### config.mk
export PLATFORM = sky130hd
export DESIGN_NAME = fir_out_fifo
export DESIGN_NICKNAME = d
export VERILOG_FILES = /design/src/rtl/fir_pkg.sv /design/src/rtl/fir_fifo_mem.sv /design/src/rtl/fir_out_fifo.sv
export SDC_FILE = /design/constraint.sdc
export NUM_CORES = 1
export LEC_CHECK = 0
export ABC_CLOCK_PERIOD_IN_PS = 3100
export CORE_MARGIN = 1.5
export CORE_UTILIZATION = 50
export DETAILED_ROUTE_END_ITERATION = 16
export HOLD_SLACK_MARGIN = 0.12
export PLACE_DENSITY = 0.7
export SLEW_MARGIN = 5
export SYNTH_ARGS = -nofsm -noshare
export SYNTH_HDL_FRONTEND = slang
export SYNTH_SLANG_ARGS = --single-unit
### constraint.sdc
create_clock -name clk -period 3.1 [get_ports clk]
set_clock_uncertainty 0.2 [all_clocks]
set_input_delay 0.93 -clock clk [delete_from_list [all_inputs] [get_ports clk]]
set_output_delay 0.93 -clock clk [all_outputs]
set_load 0.005 [all_outputs]
### src/rtl/fir_pkg.sv
`default_nettype none
// ============================================================================
//  Module   : fir_pkg
//  Purpose  : Constants and helpers shared by the FIR filter and its output
//             FIFO stage.
//  Contents : SAMPLE_W  - filter output sample width (default FIFO WIDTH)
//             CNT_W()   - width of an occupancy counter able to hold 0..depth
//  Revision : 1.0 - initial release
// ============================================================================
package fir_pkg;

  localparam int SAMPLE_W = 8;

  // Occupancy must represent DEPTH itself (full), hence one bit more than
  // the pointer width.
  function automatic int CNT_W(input int depth);
    return $clog2(depth) + 1;
  endfunction

endpackage : fir_pkg
`default_nettype wire

### src/rtl/fir_fifo_mem.sv
`default_nettype none
// ============================================================================
//  Module   : fir_fifo_mem
//  Purpose  : DEPTH x WIDTH register array, one synchronous write port and
//             one asynchronous read port. All words clear on reset.
//  Ports    : clk    - clock (rising edge)
//             reset  - asynchronous active-low reset
//             we     - write enable
//             waddr  - write address
//             wdata  - write data
//             raddr  - read address
//             rdata  - read data (combinational from raddr)
//  Revision : 1.0 - initial release
// ============================================================================
module fir_fifo_mem
  import fir_pkg::*;
#(
  parameter int WIDTH = SAMPLE_W,
  parameter int DEPTH = 16,
  parameter int AW    = $clog2(DEPTH)
) (
  input  logic             clk,
  input  logic             reset,
  input  logic             we,
  input  logic [AW-1:0]    waddr,
  input  logic [WIDTH-1:0] wdata,
  input  logic [AW-1:0]    raddr,
  output logic [WIDTH-1:0] rdata
);

  logic [WIDTH-1:0] mem_q [DEPTH];
  logic [WIDTH-1:0] mem_d [DEPTH];

  always_comb begin
    mem_d = mem_q;
    if (we) begin
      mem_d[waddr] = wdata;
    end
  end

  always_ff @(posedge clk or negedge reset) begin
    if (!reset) begin
      for (int i = 0; i < DEPTH; i++) begin
        mem_q[i] <= '0;
      end
    end else begin
      mem_q <= mem_d;
    end
  end

  assign rdata = mem_q[raddr];

endmodule : fir_fifo_mem
`default_nettype wire

### src/rtl/fir_out_fifo.sv
`default_nettype none
// ============================================================================
//  Module   : fir_out_fifo
//  Purpose  : Output buffer behind the FIR filter. Optionally decimates the
//             enabled sample stream, buffers samples in a first-word-fall-
//             through FIFO and drops (and flags) samples arriving when full.
//  Ports    : clk        - clock (rising edge)
//             reset      - asynchronous active-low reset
//             in_en      - din carries a valid filter sample
//             din        - filter sample
//             dout       - head-of-FIFO sample, 0 when empty
//             dout_valid - FIFO non-empty
//             dout_ready - sink takes dout this cycle
//             count      - occupancy 0..DEPTH
//             overflow   - sticky drop flag
//             clr_ovf    - synchronous clear of overflow
//  Revision : 1.0 - initial release
// ============================================================================
module fir_out_fifo
  import fir_pkg::*;
#(
  parameter int WIDTH = SAMPLE_W,
  parameter int DEPTH = 16,
  parameter int DECIM = 1
) (
  input  logic                    clk,
  input  logic                    reset,
  input  logic                    in_en,
  input  logic [WIDTH-1:0]        din,
  output logic [WIDTH-1:0]        dout,
  output logic                    dout_valid,
  input  logic                    dout_ready,
  output logic [CNT_W(DEPTH)-1:0] count,
  output logic                    overflow,
  input  logic                    clr_ovf
);

  localparam int AW = $clog2(DEPTH);
  localparam int CW = CNT_W(DEPTH);
  // Five bits cover every legal decimation phase (0..15).
  localparam int DW = 5;

  localparam logic [DW-1:0] DCNT_LAST = DW'(DECIM - 1);
  localparam logic [CW-1:0] FULL_CNT  = CW'(DEPTH);

  logic [DW-1:0]    dcnt_q,   dcnt_d;
  logic [AW-1:0]    wr_ptr_q, wr_ptr_d;
  logic [AW-1:0]    rd_ptr_q, rd_ptr_d;
  logic [CW-1:0]    count_q,  count_d;
  logic             ovf_q,    ovf_d;

  logic             accept;
  logic             full;
  logic             empty;
  logic             push;
  logic             pop;
  logic             drop;
  logic [WIDTH-1:0] rd_data;

  always_comb begin
    accept = in_en && (dcnt_q == '0);
    full   = (count_q == FULL_CNT);
    empty  = (count_q == '0);
    pop    = !empty && dout_ready;
    // A pop in the same cycle frees the slot, so a full FIFO still accepts.
    push   = accept && (!full || pop);
    drop   = accept && full && !pop;

    dcnt_d = dcnt_q;
    if (in_en) begin
      dcnt_d = (dcnt_q == DCNT_LAST) ? '0 : dcnt_q + 1'b1;
    end

    wr_ptr_d = push ? wr_ptr_q + 1'b1 : wr_ptr_q;
    rd_ptr_d = pop  ? rd_ptr_q + 1'b1 : rd_ptr_q;

    count_d = count_q;
    if (push && !pop) begin
      count_d = count_q + 1'b1;
    end else if (pop && !push) begin
      count_d = count_q - 1'b1;
    end

    // A drop in the same cycle as a clear request wins.
    ovf_d = ovf_q;
    if (drop) begin
      ovf_d = 1'b1;
    end else if (clr_ovf) begin
      ovf_d = 1'b0;
    end
  end

  always_ff @(posedge clk or negedge reset) begin
    if (!reset) begin
      dcnt_q   <= '0;
      wr_ptr_q <= '0;
      rd_ptr_q <= '0;
      count_q  <= '0;
      ovf_q    <= 1'b0;
    end else begin
      dcnt_q   <= dcnt_d;
      wr_ptr_q <= wr_ptr_d;
      rd_ptr_q <= rd_ptr_d;
      count_q  <= count_d;
      ovf_q    <= ovf_d;
    end
  end

  fir_fifo_mem #(
    .WIDTH (WIDTH),
    .DEPTH (DEPTH),
    .AW    (AW)
  ) u_mem (
    .clk   (clk),
    .reset (reset),
    .we    (push),
    .waddr (wr_ptr_q),
    .wdata (din),
    .raddr (rd_ptr_q),
    .rdata (rd_data)
  );

  // Stale words remain in storage after a pop, so the head is masked when
  // the FIFO is empty.
  assign dout       = empty ? '0 : rd_data;
  assign dout_valid = !empty;
  assign count      = count_q;
  assign overflow   = ovf_q;

endmodule : fir_out_fifo
`default_nettype wire

==> out/metrics.cfg, run 1 <==
[clocking]
clk_pin_slew_ns=0.06
cts_root_buf=clkbuf_16
insertion_delay_ns=0.42
postCtsHoldBufs=0
cts_max_level=4
cts_made_buffers=17
cts_tree=yes
cts_buffer_depth=2
clock_sinks=147

[floorplan]
initial_utilization=0.511
fp-row-count=43
core-area_sq_mm=0.0138
die_h_um=122
io_pins=28
die_w_um=122
die_area_sq_mm=0.0148

[power_and_ir_drop]
p_total_mw=7.95
p_leak_nw=4.14
combPwrFrac=0.387
swShare=0.307
p_clk_frac=0.256
p_int_mw=5.51
sequentialPowerShare=0.357
irDropWorstVdd_v=0.000473
p_sw_mw=2.44
power.density_mw_per_mm2=904

[route]
drt_wl_total_mm=15.7
drtAntennaViolNets=0
via_count=4152
drcViolationCount=0
dr.pass1.iters=4
wire_per_inst_um=21.2
vias_per_cell=5.62
drtIter0Drc=144

[run_status]
violations=negative setup slack
status=complete, but fails checks

[sta]
hold_viol=0
slew_headroom=0.558
finalSetupTns_ns=-1.99
post-route-period-util=1.09
worstMarginPinSlew_ns=0.661
max_freq_ghz=0.296
worst_slack_ns=-0.275
finalMaxSlewViolations=0
finalCriticalPeriod_ns=3.38
rsz0062_at_grt=true
setup_viol=8

[layout]
fillers=991
stdcell_count=739
fin_nets=571
fin_util=0.636
drive_gt1_frac=0.530
synthToLayoutAreaGrowth_pct=24.4
final_area_sq_mm=0.00879
antenna_cells=0

[global_routing]
grt_usage=0.231
grt_pass1_wl_mm=25.0
grt_max_degree=58
grt_pass1_vias=4516
globalRoute.totalOverflow=0
antenna_found_initial=0

[worst_setup_path]
critPathRequiredTime_ns=1.97
cpMaxStageDelayCell=mux4_2
start_kind=flip-flop
r2r_end=count[3]$_DFFE_PN0P_
endpoint_kind=output pin
r2r-start=count[1]$_DFFE_PN0P_
arrival_ns=2.25
path_class=reg2out
max_stage_delay_ns=0.51
worst-path-max-fanout=5
r2r_cells=13
path_cells=buf_12, buf_6, mux4_2, mux2_4, o21ai_4, a21oi_2, buf_2
reg2reg_slack_ns=0.13

[logic_synthesis]
syn_inst=469
synthTopCellsByArea=dfrtp_1 52%, mux2_2 19%, mux4_2 10%, ha_1 1.9%, mux2_1 1.8%
synthFlopType=dfrtp_1
synth_common_cells=147 x dfrtp_1, 119 x mux2_2, 32 x mux4_2
yosys_warnings=0
synth_top_area_share=0.521
ys_seq_area_frac=0.521
yosysMostFrequentCell=dfrtp_1
async_reset_ff_frac=1.00
synth.avg_cell_area_sq_um=15.1
synth_area_sq_mm=0.00706
ys_seq_elements=147
synth_edf_count=0
yosysUniqueCellTypes=36
synth_top_area_cell=dfrtp_1
synth_fp_nets=494

[place]
dp_cells=693
gp_congestion=0.742
hpwl_mm=10.4
placed_cell_area_sq_mm=0.00795
io_buffer_count=27

[min_path]
hold_class=in2async

[flow_run]
cap_violations=0

==> cell type report <==
type                            instances  area (sq um)  share of cell area
Clock buffer                           22           484              0.0551
Tap cell                              180           225              0.0256
Inverter                                6          22.5             0.00256
Clock inverter                         10           105              0.0120
Multi-Input combinational cell        279          3280               0.373
Sequential cell                       147          3680               0.419
Timing Repair Buffer                   95           990               0.113
==> placed cells by master (no fill, tap or decap), drive strengths merged, types with 2 or more instances in the layout <==
cell and count:
mux2i 9, nand4 3, nand2 9, clkinvlp 2, mux2 138, nor2 4
ha 11, clkbuf 22, inv 6, clkinv 6, and3 14, nor2b 3
nor3 3, a21o 2, buf 77, clkdlybuf4s50 16, nand2b 2, dlymetal6s2s 2
a21oi 10, mux4 32, o21ai 13, xnor2 11, dfrtp 147, bufinv 2
nand3 5, xor2 2
==> metal layers <==
layer  track usage  share of wire
met5             0              0
met4        0.0868          0.016
met3        0.0449          0.028
met1         0.293           0.44
met2         0.392           0.52
==> worst max-delay path, delay by kind of cell, from the launching register on <==
kind	cells	cell delay (ns)
AOI/OAI and AO/OA	2	0.18
buffers and inverters	3	0.35
DFF	1	0.48
muxes	2	0.81
==> power by group through the flow <==
stage | Sequential (mW) | Combinational [mW] | Clock [mW]
after floorplan | 2.71 | 1.76 | 0
after global placement | 2.79 | 2.67 | 0
after detailed placement | 2.83 | 2.76 | 0
after CTS | 2.82 | 3.07 | 2.07
after global routing | 2.91 | 3.30 | 2.15
final | 2.84 | 3.07 | 2.04
==> logic make-up after synthesis <==
family / synth area share
muxes: 0.339
xor gates and xnor gates: 0.0161
adders and majority gates: 0.0223
buffers and inverters: 0.0331
AOI/OAI and AO/OA: 0.0250
and+or+nand+nor: 0.0436
DFF: 0.521
==> worst max path at each step <==
stage	end	slack (ns)	cells past startpoint	start
after floorplan	count[4]$_DFFE_PN0P_	0.004	9	dout_ready
after global placement	count[4]$_DFFE_PN0P_	-0.35	9	dout_ready
after detailed placement	count[4]$_DFFE_PN0P_	-0.40	9	dout_ready
after CTS	dout[5]	-0.31	7	rd_ptr_q[1]$_DFFE_PN0P_
after global routing	dout[3]	-0.33	7	rd_ptr_q[1]$_DFFE_PN0P_
final	dout[4]	-0.28	7	rd_ptr_q[1]$_DFFE_PN0P_
==> registers in the layout, summed over array words and instances (netlist names) <==
signal       flops
overflow         1
rd_ptr_q         4
wr_ptr_q         4
count            5
dcnt_q           5
u_mem.mem_q    128
==> timing repair <==
item,4_1_cts,5_1_grt
cloned,1,0
pin swaps,8,13
endpoints found under the setup margin,10,11
setup buffers,15,3
gates resized for setup,72,12
==> metrics by stage <==
| stage | hold WS (ns) | setup WS (ns) |
|---|---|---|
| floorplan | 0.237 | 0.00381 |
| global placement | 0.262 | -0.348 |
| detailed placement | 0.276 | -0.404 |
| CTS | 0.282 | -0.305 |
| global route | 0.305 | -0.333 |
| finish | 0.265 | -0.275 |
(Power assumes the default switching activity.)
==> run 2: changes to the inputs <==
--- a/config.mk
+++ b/config.mk
@@ -6,11 +6,13 @@
 export NUM_CORES = 1
 export LEC_CHECK = 0
 export ABC_CLOCK_PERIOD_IN_PS = 3100
+export CORE_ASPECT_RATIO = 1.1
 export CORE_MARGIN = 1.5
 export CORE_UTILIZATION = 50
+export CTS_BUF_LIST = sky130_fd_sc_hd__clkbuf_4
 export DETAILED_ROUTE_END_ITERATION = 16
 export HOLD_SLACK_MARGIN = 0.12
-export PLACE_DENSITY = 0.7
+export PLACE_DENSITY = 0.71
 export SLEW_MARGIN = 5
 export SYNTH_ARGS = -nofsm -noshare
 export SYNTH_HDL_FRONTEND = slang
==> run 2 against run 1 <==
  * The flow still finishes with violations (negative setup slack)
  * Cell count increased by 0.14%
  * Final area down 6.4%
  * Worst setup slack got worse by 0.087 ns
  * Global-route usage decreased by 1.0 points
  * Combinational power down 9.8%
  * Critical path depth down 1
  * Utilization down 3.9 points
  * Flip-flop and latch count did not move
  * Die area about the same
  * Critical path type unchanged
  * Highest routed layer unchanged
==> out/metrics.cfg, run 2 (synthesis results as in run 1) <==
[route]
via_count=4122  ; -0.72%
drtAntennaViolNets=0  ; unchanged
wire_per_inst_um=20.0  ; -5.8%
vias_per_cell=5.57  ; -0.86%
drtIter0Drc=198  ; +38%
dr.pass1.iters=4  ; unchanged
drcViolationCount=0  ; unchanged
drt_wl_total_mm=14.8  ; -5.7%

[power_and_ir_drop]
p_leak_nw=3.91  ; -5.5%
irDropWorstVdd_v=0.000451  ; -4.7%
power.density_mw_per_mm2=826  ; -8.6%
p_total_mw=6.79  ; -15%

[sta]
finalSetupTns_ns=-2.75  ; -0.759 ns
worst_slack_ns=-0.362  ; -0.0869 ns
post-route-period-util=1.12  ; +0.0280
worstMarginPinSlew_ns=0.882  ; +0.221 ns
finalMaxSlewViolations=0  ; unchanged
slew_headroom=0.412  ; -0.146
max_freq_ghz=0.289  ; -2.5%
rsz0062_at_grt=true
setup_viol=8  ; unchanged
hold_viol=0  ; unchanged
finalCriticalPeriod_ns=3.46  ; +0.0869 ns

[floorplan]
die_w_um=116  ; -4.5%
fp-row-count=45  ; +4.7%
initial_utilization=0.512  ; +0.00120
core-area_sq_mm=0.0138  ; -0.24%
die_h_um=128  ; +4.8%
io_pins=28  ; unchanged
die_area_sq_mm=0.0148  ; about the same

[place]
gp_congestion=0.833  ; +12%
io_buffer_count=27  ; unchanged
placed_cell_area_sq_mm=0.00780  ; -1.8%
hpwl_mm=10.1  ; -2.5%

[clocking]
cts_root_buf=clkbuf_4
cts_made_buffers=17  ; unchanged
cts_tree=yes
insertion_delay_ns=0.55  ; +0.13 ns
clk_pin_slew_ns=0.11  ; +0.05 ns
cts_max_level=4  ; unchanged
postCtsHoldBufs=0  ; unchanged
cts_buffer_depth=2  ; unchanged
clock_sinks=147  ; unchanged

[layout]
final_cell_mix=145 x dfrtp_1, 112 x mux2_2, 50 x buf_4
largest_reg_flops=128  ; unchanged
final_area_sq_mm=0.00822  ; -6.4%
fillers=1093  ; +10%
largest-register=u_mem.mem_q
final_common_cell=dfrtp_1
synthToLayoutAreaGrowth_pct=16.4
drive_gt1_frac=0.515  ; -0.0150
fin_nets=563  ; -1.4%
fin_util=0.596  ; -0.0394

[run_status]
violations=negative setup slack
status=complete, but fails checks

[global_routing]
antenna_found_initial=1  ; +1
grt_max_degree=61  ; +5.2%
grt_pass1_wl_mm=24.1  ; -3.6%
grt_pass1_vias=4411  ; -2.3%
grt_usage=0.220  ; -0.0105
globalRoute.totalOverflow=0  ; unchanged

[min_path]
hold_class=in2async

[flow_run]
cap_violations=0  ; unchanged

[worst_setup_path]
endpoint_kind=output pin
worst-path-max-fanout=8  ; +3
arrival_ns=2.33  ; +0.08 ns
start_kind=flip-flop
critPathRequiredTime_ns=1.97  ; about the same
path_class=reg2out

run 2: cell types whose count changed in the layout (fill, tap and decap cells not counted), moves of 4 or more:
| cell | change |
|---|---|
| clkbuf_16 | -17 |
| clkbuf_4 | +17 |
| buf_12 | -12 |
| clkbuf_8 | -4 |
| buf_6 | -4 |
| buf_4 | +7 |
run 2: where the power goes:
part / switching, mW / internal, mW / total, mW
registers: 0.388 / 2.45 / 2.83
logic: 1.19 / 1.58 / 2.77
clock network: 0.653 / 0.537 / 1.19
run 2: path summary, 6_finish.rpt:
check	startpoint	to	slack (ns)	depth (start not counted)
worst max-delay path	rd_ptr_q[1]$_DFFE_PN0P_	dout[3]	-0.36	6
worst min-delay path	reset	u_mem.mem_q[92]$_DFFE_PN0P_	0.14	1
worst max register to register	count[1]$_DFFE_PN0P_	count[4]$_DFFE_PN0P_	0.12	10
worst min register to register	dcnt_q[4]$_DFFE_PN0P_	dcnt_q[4]$_DFFE_PN0P_	0.28	1
max in group asynchronous	reset	u_mem.mem_q[84]$_DFFE_PN0P_	1.82	2
min in group clk	dcnt_q[4]$_DFFE_PN0P_	dcnt_q[4]$_DFFE_PN0P_	0.28	1
run 2: through the flow:
step	hold slack, ns	cells	worst slack [ns]
after floorplan	0.237	469	0.00381
after global placement	0.251	697	-0.304
after detailed placement	0.269	697	-0.462
after CTS	0.122	739	-0.449
after global routing	0.134	740	-0.481
final	0.137	740	-0.362
run 2: critical path: stages (launching register included):
cell and delay, ns:
dfrtp_2 0.45, buf_12 0.16, mux4_2 0.51, mux2_4 0.30
o21ai_4 0.13, a21oi_2 0.06, buf_2 0.17
run 2: cell type report:
class | count | area [sq um] | share of cell area
Antenna cell | 2 | 5.00 | 0.000609
Tap cell | 188 | 235 | 0.0286
Multi-Input combinational cell | 279 | 3250 | 0.395
Clock inverter | 14 | 145 | 0.0176
Inverter | 6 | 22.5 | 0.00274
Timing Repair Buffer | 87 | 756 | 0.0919
Clock buffer | 17 | 128 | 0.0155
Sequential cell | 147 | 3680 | 0.448
run 2: metal layers:
layer	part of all wire	GRT usage	vias up	routed length, um
li1	-	-	1856	-
met1	0.45	0.289	2186	6630
met2	0.51	0.362	61	7490
met3	0.027	0.0463	19	395
met4	0.018	0.0811	0	265
met5	0	0	-	0
run 2: repair_timing:
action | 4_1_cts | 5_1_grt
hold endpoints to repair | 0 | 0
gates resized for setup | 62 | 13
endpoints found under the setup margin | 9 | 9
gates cloned | 2 | 0
pin swaps | 1 | 2
buffers inserted | 9 | 2
==> run 3: changes to the inputs <==
--- a/config.mk
+++ b/config.mk
@@ -5,14 +5,14 @@
 export SDC_FILE = /design/constraint.sdc
 export NUM_CORES = 1
 export LEC_CHECK = 0
-export ABC_CLOCK_PERIOD_IN_PS = 3100
+export ABC_CLOCK_PERIOD_IN_PS = 3600
 export CORE_ASPECT_RATIO = 1.1
 export CORE_MARGIN = 1.5
 export CORE_UTILIZATION = 50
 export CTS_BUF_LIST = sky130_fd_sc_hd__clkbuf_4
 export DETAILED_ROUTE_END_ITERATION = 16
 export HOLD_SLACK_MARGIN = 0.12
-export PLACE_DENSITY = 0.71
+export PLACE_DENSITY = 0.69
 export SLEW_MARGIN = 5
 export SYNTH_ARGS = -nofsm -noshare
 export SYNTH_HDL_FRONTEND = slang
==> constraint.sdc (replaced) <==
create_clock -name clk -period 3.6 [get_ports clk]
set_clock_uncertainty 0.2 [all_clocks]
set_input_delay 1.08 -clock clk [delete_from_list [all_inputs] [get_ports clk]]
set_output_delay 1.08 -clock clk [all_outputs]
set_load 0.005 [all_outputs]
==> run 3 against run 2 <==
  * Clock power fell by 24%
  * The run still ends with negative setup slack left
  * Worst setup slack improved by 0.32 ns
  * Largest power group unchanged
  * First-iteration DRC count shrank 12%
  * Critical endpoint is now dout[0]
==> out/metrics.cfg, run 3 (synthesis results as in run 1) <==
[layout]
stdcell_count=720  ; -2.7%
fin_nets=544  ; -3.4%
fin_util=0.581  ; -0.0148
largest-register=u_mem.mem_q
drive_gt1_frac=0.475  ; -0.0400
final_area_sq_mm=0.00802  ; -2.5%
synthToLayoutAreaGrowth_pct=13.6
multi_input_area_sq_mm=0.00323  ; -0.81%
final_common_cell=dfrtp_1
final_cell_mix=146 x dfrtp_1, 112 x mux2_2, 32 x mux4_2
regArea_sq_mm=0.00368  ; about the same
largest_reg_flops=128  ; unchanged
fillers=1090  ; -0.27%

[worst_setup_path]
arrival_ns=2.36  ; +0.03 ns
path_class=reg2out
critPathRequiredTime_ns=2.32  ; +0.35 ns
endpoint_kind=output pin
cpMaxStageDelayCell=mux4_2
max_stage_delay_ns=0.52  ; about the same
path_cells=buf_12, buf_8, mux4_2, mux2_4, o21ai_4, a21oi_2, buf_2
critical-path-top-delay-family=multiplexers
worst-path-max-fanout=4  ; -4
start_kind=flip-flop
crit_buf_inv=3  ; +1

[power_and_ir_drop]
irDropWorstVdd_v=0.000389  ; -14%
p_total_mw=5.68  ; -16%
p_leak_nw=3.81  ; -2.6%
power.density_mw_per_mm2=709  ; -14%

[clocking]
cts_made_buffers=17  ; unchanged
cts_root_buf=clkbuf_4
cts_buffer_depth=2  ; unchanged
clk_pin_slew_ns=0.12  ; about the same
insertion_delay_ns=0.55  ; about the same
cts_tree=yes
postCtsHoldBufs=0  ; unchanged
cts_max_level=4  ; unchanged
clock_sinks=147  ; unchanged

[sta]
worst_slack_ns=-0.0427  ; +0.319 ns
max_freq_ghz=0.275
rsz0062_at_grt=true
post-route-period-util=1.01
finalMaxSlewViolations=0  ; unchanged
finalSetupTns_ns=-0.211  ; +2.54 ns
slew_headroom=0.601  ; +0.189
finalCriticalPeriod_ns=3.64
hold_viol=0  ; unchanged
worstMarginPinSlew_ns=0.598  ; -0.284 ns
setup_viol=7  ; -1

[route]
vias_per_cell=5.65  ; +1.4%
drt_wl_total_mm=14.5  ; -1.7%
dr.pass1.iters=4  ; unchanged
drtAntennaViolNets=0  ; unchanged
wire_per_inst_um=20.2  ; +1.0%
via_count=4067  ; -1.3%
drcViolationCount=0  ; unchanged
drtIter0Drc=175  ; -12%

[global_routing]
grt_pass1_vias=4300  ; -2.5%
antenna_found_initial=1  ; unchanged
grt_max_degree=65  ; +6.6%
grt_pass1_wl_mm=23.8  ; -1.4%
globalRoute.totalOverflow=0  ; unchanged
grt_usage=0.218  ; -0.00182

[place]
io_buffer_count=27  ; unchanged
hpwl_mm=9.45  ; -6.5%
gp_congestion=0.854  ; +2.5%
dp_cells=680  ; -2.4%
placed_cell_area_sq_mm=0.00766  ; -1.9%

[floorplan]
initial_utilization=0.512  ; unchanged
die_area_sq_mm=0.0148  ; unchanged
core-area_sq_mm=0.0138  ; unchanged
die_h_um=128  ; unchanged
fp-row-count=45  ; unchanged
die_w_um=116  ; unchanged
io_pins=28  ; unchanged

[run_status]
violations=negative setup slack
status=complete, but fails checks

[min_path]
hold_class=reg2reg

[flow_run]
cap_violations=0  ; unchanged

[run 3: path summary, 6_finish.rpt]
path,startpoint,end,slack [ns],cells past startpoint
min in group asynchronous,reset,u_mem.mem_q[93]$_DFFE_PN0P_,0.31,1
max in group asynchronous,reset,u_mem.mem_q[87]$_DFFE_PN0P_,2.15,2
worst min-delay path,dcnt_q[4]$_DFFE_PN0P_,dcnt_q[4]$_DFFE_PN0P_,0.29,1
worst max-delay path,rd_ptr_q[1]$_DFFE_PN0P_,dout[0],-0.04,7
worst min register to register,dcnt_q[4]$_DFFE_PN0P_,dcnt_q[4]$_DFFE_PN0P_,0.29,1
worst max register to register,count[1]$_DFFE_PN0P_,count[4]$_DFFE_PN0P_,0.49,9
[run 3: routing by layer]
layer | vias up | wire [um] | global-route usage | share of wire
li1 | 1829 | - | - | -
met1 | 2153 | 6520 | 0.294 | 0.45
met2 | 67 | 7330 | 0.356 | 0.50
met3 | 18 | 470 | 0.0416 | 0.032
met4 | 0 | 209 | 0.0775 | 0.014
met5 | - | 0 | 0 | 0
[run 3: layout make-up]
cell class	count	share of cell area
Sequential cell	147	0.459
Clock inverter	9	0.00811
Inverter	6	0.00281
Clock buffer	22	0.0206
Tap cell	188	0.0293
Multi-Input combinational cell	279	0.402
Antenna cell	1	0.000312
Timing Repair Buffer	68	0.0778
[run 3: worst reg2reg max path, cell delays in order (launching register included)]
cell and delay, ns:
dfrtp_1 0.49, nor4_4 0.42, nand2b_4 0.22, nand2_1 0.19
ha_1 0.22, inv_1 0.10, fa_1 0.39, a21o_1 0.20
a2111oi_0 0.41, o31ai_1 0.14
[run 3: metrics by stage]
stage | hold WS (ns) | setup WS, ns
floorplan | 0.237 | 0.275
global placement | 0.258 | -0.132
detailed placement | 0.275 | -0.222
CTS | 0.297 | -0.137
global route | 0.319 | -0.172
finish | 0.294 | -0.0427
[run 3: timing repair]
item / in CTS / in global routing
endpoints found under the setup margin: 9 / 8
endpoints found under the hold margin: 0 / 0
gates cloned: 2 / 0
resized for setup: 63 / 5
setup buffers: 9 / 1
pin swaps: 5 / 4
[run 3: where the power goes]
part	switching (mW)	total, mW	internal (mW)
Combinational	1.04	2.37	1.34
Clock	0.538	0.901	0.363
Sequential	0.304	2.41	2.11
Total	1.88	5.68	3.80
